## src/rtl/serial_add_ctrl.sv

```systemverilog
// rtl/serial_add_ctrl.sv - bit-serial adder sequencer around a one-bit full adder cell
// Adds two WIDTH-bit operands plus carry-in one bit per clock, LSB first.

module full_adder (
   input  logic a,
   input  logic b,
   input  logic c,
   output logic sum,
   output logic carry
);
   assign sum   = a ^ b ^ c;
   assign carry = (a & b) | (c & (a ^ b));
endmodule

module serial_add_ctrl #(
   parameter int WIDTH = 8
) (
   input  logic             clk,
   input  logic             rst,
   input  logic             start,
   input  logic [WIDTH-1:0] a,
   input  logic [WIDTH-1:0] b,
   input  logic             cin,
   output logic             busy,
   output logic             done,
   output logic [WIDTH-1:0] sum,
   output logic             cout
);
   localparam int CW = $clog2(WIDTH) + 1;

   typedef enum logic [1:0] {IDLE, RUN, DONE} state_t;

   state_t           state, state_next;
   logic [WIDTH-1:0] a_sh, b_sh, s_sh, s_next;
   logic             carry;
   logic [CW-1:0]    cnt;
   logic             fa_sum, fa_carry, last;

   full_adder u_fa (
      .a     (a_sh[0]),
      .b     (b_sh[0]),
      .c     (carry),
      .sum   (fa_sum),
      .carry (fa_carry)
   );

   assign last = (cnt == CW'(WIDTH - 1));

   // Sum bits enter at the MSB so the register is complete after WIDTH shifts.
   always_comb begin
      s_next            = s_sh >> 1;
      s_next[WIDTH-1]   = fa_sum;
   end

   always_ff @(posedge clk or posedge rst) begin
      if (rst) state <= IDLE;
      else     state <= state_next;
   end

   always_comb begin
      state_next = state;
      case (state)
         IDLE:    if (start) state_next = RUN;
         RUN:     if (last)  state_next = DONE;
         DONE:    state_next = IDLE;
         default: state_next = IDLE;
      endcase
   end

   always_ff @(posedge clk or posedge rst) begin
      if (rst) begin
         a_sh  <= '0;
         b_sh  <= '0;
         s_sh  <= '0;
         carry <= 1'b0;
         cnt   <= '0;
         sum   <= '0;
         cout  <= 1'b0;
      end else begin
         case (state)
            IDLE: begin
               if (start) begin
                  a_sh  <= a;
                  b_sh  <= b;
                  carry <= cin;
                  cnt   <= '0;
               end
            end
            RUN: begin
               a_sh  <= a_sh >> 1;
               b_sh  <= b_sh >> 1;
               s_sh  <= s_next;
               carry <= fa_carry;
               cnt   <= cnt + 1'b1;
               if (last) begin
                  sum  <= s_next;
                  cout <= fa_carry;
               end
            end
            default: ;
         endcase
      end
   end

   assign busy = (state == RUN);
   assign done = (state == DONE);
endmodule

```

## config.mk

```make
export PLATFORM = sky130hd
export DESIGN_NAME = serial_add_ctrl
export DESIGN_NICKNAME = d
export VERILOG_FILES = /design/src/rtl/serial_add_ctrl.sv
export SDC_FILE = /design/constraint.sdc
export NUM_CORES = 1
export LEC_CHECK = 0
export CAP_MARGIN = 10
export CORE_MARGIN = 4
export CORE_UTILIZATION = 49
export CTS_BUF_LIST = sky130_fd_sc_hd__clkbuf_4 sky130_fd_sc_hd__clkbuf_8
export DETAILED_ROUTE_END_ITERATION = 10
export GPL_ROUTABILITY_DRIVEN = 1
export PLACE_DENSITY = 0.78
export SYNTH_ARGS = -nofsm -noshare
export SYNTH_HDL_FRONTEND = slang
export SYNTH_SLANG_ARGS = --single-unit
```

## constraint.sdc

```tcl
create_clock -name clk -period 1.7 [get_ports clk]
set_clock_uncertainty 0.15 [all_clocks]
set_input_delay 0.34 -clock clk [delete_from_list [all_inputs] [get_ports clk]]
set_output_delay 0.34 -clock clk [all_outputs]
set_load 0.01 [all_outputs]
```

==> results, run 1 <==
- The run finished with clean final reports.
- The largest net degree at the start of global routing is 40.
- STA classifies the critical path endpoint as an output port.
- The type of origin of the critical path is a flip-flop.
- The total grt overflow is 0.
- The largest single stage delay on the critical path is 0.41 ns.
- The most used flip-flop cell after synthesis is sky130_fd_sc_hd__dfrtp_1.
- The leakage power is 0.00106 uW.
- STA puts the critical path data arrival time at 1.14 ns.
- The overall power of the completed layout is 3720 uW.
- The final cell area excluding filler cells is 0.00223 mm2.
- The die span in y is 67.5 um.
- The number of global-route vias before repair came to 1,320.
- The number of flip-flops and latches in the synthesized netlist is 39.
- The via density per instance is 5.28.
- The count of cells along the worst register-to-register path is 5.
- The starting utilization of the core area is 0.512.
- The maximum vdd drop is 0.799 mV.
- The number of buffers created by CTS is 5.
- The final hold violation count is 0.
- The maximum clock insertion buffer count is 2.
- After legalization and detailed placement, the total HPWL measured 2520 um.
- Routability-driven placement finished with a final weighted congestion of 0.797.
- The residual DRC count is 0.
- The category of the most critical setup path is flip-flop to output port.
- The number of nets in the synthesized netlist is 184.
- The first detailed-routing pass took 4 iterations.
- The reg2reg setup slack is 0.08 ns.
- The count of buffer and inverter cells on the critical path is 2.
- The synthesis-to-finish area growth is 28.4%.
- The total wirelength of the detailed-routed design is 3670 um.
- The number of H-tree levels is 2.
- Of the available clock period, the critical path in the final layout requires 0.958.
- The fraction of power consumed by combinational cells is 0.414.
- The number of filler cells placed in the layout is 252.
- Summing all flip-flop and latch instances after layout gives 976 um2.
- Among cell families on the critical path, the largest total delay comes from flip-flops.
- The total routing resource utilization after global routing is 0.186.
- At the worst endpoint, the required time is 1.21 ns.
- For this run, asynchronously set or reset flops after synthesis account for 1.00.
- The sequential cell fraction of total power is 0.422.
- The routed design could run at a clock period as short as 1.63 ns.
- The number of max-slew violations in the final report came to 0.
- TritonCTS built the clock tree.
- The most repeated cell in the gate-level netlist after synthesis is sky130_fd_sc_hd__dfrtp_1.
- The routed layout has 1,314 vias.
- The count of flip-flops with a built-in enable after synthesis is 0.
- The share of synthesized area occupied by flip-flops and latches is 0.562.
- The mean routed wirelength per cell is 14.7 um.
- Traced cell by cell, the critical path runs through nand2b_4, inv_1, buf_2.
- Ranked by instance count, the synthesized netlist is headed by sky130_fd_sc_hd__dfrtp_1, sky130_fd_sc_hd__nand2_1, sky130_fd_sc_hd__o21ai_0.
- Max-cap violations in this run came to 0.
- The repair_antennas step left the layout with diodes totalling 0.
- The number of distinct standard cells referenced by the synthesized netlist is 24.
- Hold repair after CTS inserted 0 buffers.
- The final count of negative-setup-slack endpoints is 0.
- The tightest hold margin is 0.186 ns.
- The post-layout net count is 225.
- The region available for standard cell placement spans 0.00339 mm2.
- Cell internal power was estimated by the tool at 2390 uW.
- Setup repair after global routing left no endpoint under its margin.
- The switching power is 1330 uW.
- Based on the critical path, the design can be clocked at up to 614 MHz.
- The max-slew headroom at the worst pin is 0.800.
- After the first detailed-routing iteration, the DRC count stood at 113.
- The latest clock arrival within the worst-skew pair is 0.35 ns.
- In this run the cell area measured after placement is 0.00215 mm2.
- The cell area that synthesis handed to floorplanning was 0.00174 mm2.
- The share of synthesized area in the top cell type comes to 0.562.
- The average cell area after synthesis is 10.7 um2.
- The number of buffer cells added on primary ports is 30.
- After synthesis, the cell types taking the most area are sky130_fd_sc_hd__dfrtp_1, sky130_fd_sc_hd__nand2_1, sky130_fd_sc_hd__mux2_2.
- The power share of the clock group is 0.164.
- The total number of cells along the worst setup path is 3.
- The gate count of the mapped netlist is 162.
- The multi-input combinational cells in the finished layout cover a total of 703 um2.
- The total number of placement rows is 21.
- The clock edge transition at the registers on the reported setup and hold paths is 0.12 ns.
- The min-delay analysis places its worst path in the category primary input to asynchronous set/reset pin.
- sky130_fd_sc_hd__dfrtp_1 takes more of the synthesized area than any other cell.
- The power per cell area is 1670 mW/mm2.
- The initial antenna violation count came to 0.
- The overall die area is 0.00456 mm2.
- The number of I/O pins is 31.
- Clock tree synthesis selected as its root buffer the cell sky130_fd_sc_hd__clkbuf_4.
- The slew of the pin with the lowest slew margin is 0.297 ns.
- The master of the slowest instance on the critical path is sky130_fd_sc_hd__dfrtp_1.
- Of the cells placed in the final design, the portion with a size suffix greater than 1 is 0.182.
- The count of nets left with antenna violations once routing finished came out at 0.
- The first global-routing pass estimated 6190 um of wire.
- Of all nets on the critical path, the largest fanout is 5.
- The chip width is 67.5 um.
- Of the total power, the share spent switching nets is 0.358.
- During synthesis, Yosys emitted a total of 0 warnings.
- The clock sink count is 39.
==> timing repair <==
| action | in CTS | in global routing |
|---|---|---|
| buffers inserted | 1 | 2 |
| pin swaps | 0 | 0 |
| endpoints found under the setup margin | 11 | 10 |
| gates resized for setup | 16 | 3 |
==> worst min-delay path, cell delays in order <==
cell and delay [ns]:
sky130_fd_sc_hd__clkdlybuf4s50_1 0.40, sky130_fd_sc_hd__inv_1 0.10, sky130_fd_sc_hd__buf_12 0.23
==> worst paths after layout <==
path | from | end
setup / recovery | state[1] | busy
hold / removal | rst | b_sh[1]
setup reg to reg | cnt[1] | sum[1]
hold reg to reg | a_sh[2] | a_sh[2]
max in group asynchronous | rst | b_sh[7]
min in group clk | a_sh[2] | a_sh[2]
==> layout by cell type, fill, tap and decap left out <==
cell / Yosys / final
sky130_fd_sc_hd__fa_1: 1 / 1
sky130_fd_sc_hd__inv_1: 2 / 2
sky130_fd_sc_hd__and3b_1: 5 / 5
sky130_fd_sc_hd__o21bai_1: 1 / 1
sky130_fd_sc_hd__nor3_4: 1 / 1
sky130_fd_sc_hd__a21oi_1: 13 / 13
sky130_fd_sc_hd__mux2_2: 10 / 10
sky130_fd_sc_hd__nand2_2: 0 / 1
sky130_fd_sc_hd__nand2_1: 32 / 31
sky130_fd_sc_hd__and2b_1: 1 / 1
sky130_fd_sc_hd__ha_2: 0 / 1
sky130_fd_sc_hd__bufinv_16: 0 / 1
sky130_fd_sc_hd__buf_12: 0 / 2
sky130_fd_sc_hd__o311ai_0: 1 / 1
sky130_fd_sc_hd__clkdlybuf4s50_1: 0 / 19
sky130_fd_sc_hd__nor2_1: 2 / 2
sky130_fd_sc_hd__dfrtp_1: 39 / 39
sky130_fd_sc_hd__nand3_1: 2 / 2
sky130_fd_sc_hd__buf_4: 1 / 12
sky130_fd_sc_hd__dlygate4sd2_1: 0 / 9
sky130_fd_sc_hd__clkbuf_4: 0 / 6
sky130_fd_sc_hd__a22oi_1: 10 / 10
sky130_fd_sc_hd__a22o_1: 4 / 4
sky130_fd_sc_hd__o21ai_0: 16 / 16
sky130_fd_sc_hd__nor2b_1: 10 / 10
sky130_fd_sc_hd__nand2b_4: 1 / 1
sky130_fd_sc_hd__buf_2: 3 / 2
==> power by group through the flow <==
| stage | sequential (uW) | clock, uW | combinational (uW) |
|---|---|---|---|
| global route | 1620 | 677 | 1740 |
| finish | 1570 | 610 | 1540 |
| floorplan | 1560 | 0 | 965 |
| CTS | 1570 | 623 | 1520 |
| global placement | 1570 | 0 | 1500 |
| detailed placement | 1590 | 0 | 1570 |
==> area by class of cell <==
cell class,count,area share
sequential,39,0.438
multi-input combinational,111,0.316
timing repair buffer,44,0.184
tap,46,0.0258
clock buffer,6,0.0202
clock inverter,1,0.0135
inverter,2,0.00337
==> registers in the layout, indices dropped and copies added, names as in the netlist <==
name   count
a_sh       8
b_sh       8
sum        8
s_sh       7
cnt        4
state      2
carry      1
cout       1
==> stage by stage <==
step / setup TNS [ns] / instances / util / setup slack (ns)
after global routing: 0 / 249 / 0.657 / 0.00300
after detailed placement: -0.238 / 239 / 0.633 / -0.0777
final: 0 / 249 / 0.657 / 0.0712
after CTS: 0 / 247 / 0.653 / 0.00822
after floorplan: 0 / 162 / - / 0.0732
after global placement: -0.0212 / 239 / 0.633 / -0.0110
==> layer usage <==
layer | vias up | GRT usage | share of wire
met5 | - | 0 | 0
met4 | 0 | 0.0684 | 0.012
met3 | 5 | 0.0532 | 0.050
met2 | 29 | 0.304 | 0.50
met1 | 639 | 0.233 | 0.44
li1 | 641 | - | -
==> kinds of logic after synthesis <==
family,after synthesis,synth area share
adder cells (fa/ha/maj),2,0.0187
buffers and inverters,12,0.0353
flip-flops,39,0.562
AO/OA/AOI/OAI,45,0.156
AND/OR/NAND/NOR,54,0.162
multiplexers,10,0.0649
Power figures use the tool's default switching activity.
==> run 2, diff against run 1 <==
- HOLD_SLACK_MARGIN: unset -> 0.03
- PLACE_DENSITY: 0.78 -> 0.76
==> results, run 2 (synthesis gave the netlist of run 1 again) <==
- The mean routed wirelength per cell was 14.3 um (-2.8%).
- STA classifies the critical path endpoint as a flip-flop.
- The number of I/O pins is 31 (unchanged).
- The post-layout net count was 223 (-0.89%).
- The critical path required time is 1.79 ns (+0.58 ns).
- The slew of the pin with the lowest slew margin was 0.309 ns (+0.0121 ns).
- The largest driver fanout on the critical path is 10 (+5).
- The final hold violation count is 0 (unchanged).
- The pre-CTS worst setup slack is -0.126 ns (-0.0485 ns).
- The initial antenna violation count is 0 (unchanged).
- The number of max-slew violations in the final report came to 0 (unchanged).
- Setup repair after global routing could not meet its margin everywhere.
- The final cell area excluding filler cells is 0.00221 mm2 (-0.95%).
- The number of DRC violations after detailed-routing iteration 0 is 65 (-42%).
- The total routing resource utilization after global routing is 0.173 (-0.0124).
- The cts-stage hold buffer count was 0 (unchanged).
- The leakage power is 0.00104 uW (-1.3%).
- The portion of the clock cycle consumed by the worst path in the final layout came to 0.978 (+0.0202).
- The total wirelength of the detailed-routed design was 3550 um (-3.2%).
- The number of H-tree levels was 2 (unchanged).
- The number of buffers inserted by post-CTS setup repair was 0 (-1).
- The flow ran to the end, and the final reports show no timing, DRC or antenna violations.
- The cell area after placement is 0.00215 mm2 (+0.35%).
- The latest clock arrival within the worst-skew pair is 0.34 ns (about the same).
- The clock sink count came to 39 (unchanged).
- The type of origin of the critical path is a flip-flop.
- The path type of the worst min-delay path is primary input to asynchronous set/reset pin.
- The final estimated routing congestion in global placement was 0.776 (-2.6%).
- The met3 layer usage reported by global route is 0.0416 (-0.0116).
- The starting utilization of the core area is 0.512 (unchanged).
- The number of buffer cells added on primary ports came to 30 (unchanged).
- The most common cell after layout, fill and taps aside is sky130_fd_sc_hd__dfrtp_1.
- The via count of the routed design came to 1,317 (+0.23%).
- The tree is rooted in a sky130_fd_sc_hd__clkbuf_4.
- The number of global-route vias before repair is 1,310 (-0.76%).
- The final antenna-violating net count is 0 (unchanged).
- The global-route layer with the greatest usage is met2.
- The met2 track utilization from global routing came to 0.278 (-0.0255).
- The largest net degree at the start of global routing came to 40 (unchanged).
- TritonCTS built the clock tree.
- The startpoint of the most critical setup path is state[1].
- The residual DRC count is 0 (unchanged).
- The detailed placement HPWL is 2510 um (-0.61%).
- The maximum vdd drop came to 0.994 mV (+24%).
- The routing usage on met1 was 0.218 (-0.0148).
- The largest registers in the layout are a_sh: 8 flops, b_sh: 8 flops, sum: 8 flops.
- The maximum clock insertion buffer count is 2 (unchanged).
- The number of antenna cells inserted is 0 (unchanged).
- The clock period minus final worst setup slack is 1.66 ns (+0.0343 ns).
- The share of post-route cells with drive strength above 1 is 0.178 (-0.00405).
- The signal arrival time at the worst endpoint was 1.75 ns (+0.61 ns).
- The overall die area is 0.00456 mm2 (unchanged).
- The core area was 0.00339 mm2 (unchanged).
- The die span in y is 67.5 um (unchanged).
- The total negative slack for setup checks was 0 ns (unchanged).
- In the layout the commonest cells are sky130_fd_sc_hd__dfrtp_1, sky130_fd_sc_hd__nand2_1, sky130_fd_sc_hd__clkdlybuf4s50_1.
- The power per cell area is 1600 mW/mm2 (-4.0%).
- The via density per instance is 5.31 (+0.63%).
- The wire length of the first global-routing pass came to 5820 um (-6.0%).
- The count of TritonRoute iterations in the first routing pass is 4 (unchanged).
- The clock edge transition at the registers on the reported setup and hold paths is 0.12 ns (about the same).
- The chip width is 67.5 um (unchanged).
- The total grt overflow is 0 (unchanged).
- The number of buffers created by CTS is 5 (unchanged).
- The launching point of the worst reg2reg path is state[1].
- The number of max-cap violations is 0 (unchanged).
- The max-slew headroom at the worst pin came to 0.792 (-0.00818).
- The achievable clock frequency is 601 MHz (-2.1%).
- The smallest setup slack after layout is 0.0369 ns (-0.0343 ns).
- The setup path with the least slack is of type flip-flop to flip-flop.
- The final count of negative-setup-slack endpoints was 0 (unchanged).
- The total number of placement rows is 21 (unchanged).
- The area growth from synthesis to layout is 27.2%.
[run 2: worst max-delay path: stages, from the launching register on]
cell                       delay (ns)
sky130_fd_sc_hd__dfrtp_1         0.44
sky130_fd_sc_hd__nand2b_4        0.18
sky130_fd_sc_hd__buf_6           0.12
sky130_fd_sc_hd__nor3_4          0.19
sky130_fd_sc_hd__buf_12          0.16
sky130_fd_sc_hd__mux2_2          0.33
[run 2: path summary, 6_finish.rpt]
path | to | cells after the start | slack (ns)
min reg2reg | s_sh[1] | 2 | 0.34
max | sum[0] | 5 | 0.04
max in group asynchronous | state[0] | 3 | 1.01
min | sum[6] | 3 | 0.18
max reg2reg | sum[0] | 5 | 0.04
min in group clk | s_sh[1] | 2 | 0.34
[run 2: layout make-up]
cell class                      count  area [um2]
Sequential cell                    39         977
Timing Repair Buffer               42         398
Inverter                            2        7.51
Clock inverter                      2        12.5
Clock buffer                        6        45.0
Tap cell                           46        57.6
Multi-Input combinational cell    111         709
Fill cell                         281        1180
[run 2: repair_timing]
item / in CTS / in global routing
gates cloned: 0 / 0
gates resized for setup: 17 / 5
endpoints found under the setup margin: 11 / 11
[run 2: metal layers]
layer / vias to the layer above / wire (um)
met1: 644 / 1590
li1: 645 / -
met4: 0 / 37
met3: 5 / 162
met5: - / 0
met2: 23 / 1760
[run 2: power breakdown]
group | internal [uW] | switching, uW | total, uW
sequential | 1310 | 270 | 1580
clock | 176 | 297 | 472
combinational | 740 | 748 | 1490
[run 2: metrics by stage]
step / total power, uW / hold WS [ns] / instances / utilization
final: 3540 / 0.184 / 248 / 0.651
after CTS: 3540 / 0.184 / 248 / 0.649
after detailed placement: 3150 / 0.316 / 240 / 0.636
after global routing: 3820 / 0.214 / 248 / 0.651
after floorplan: 2530 / 0.290 / 162 / -
after global placement: 3080 / 0.307 / 240 / 0.636
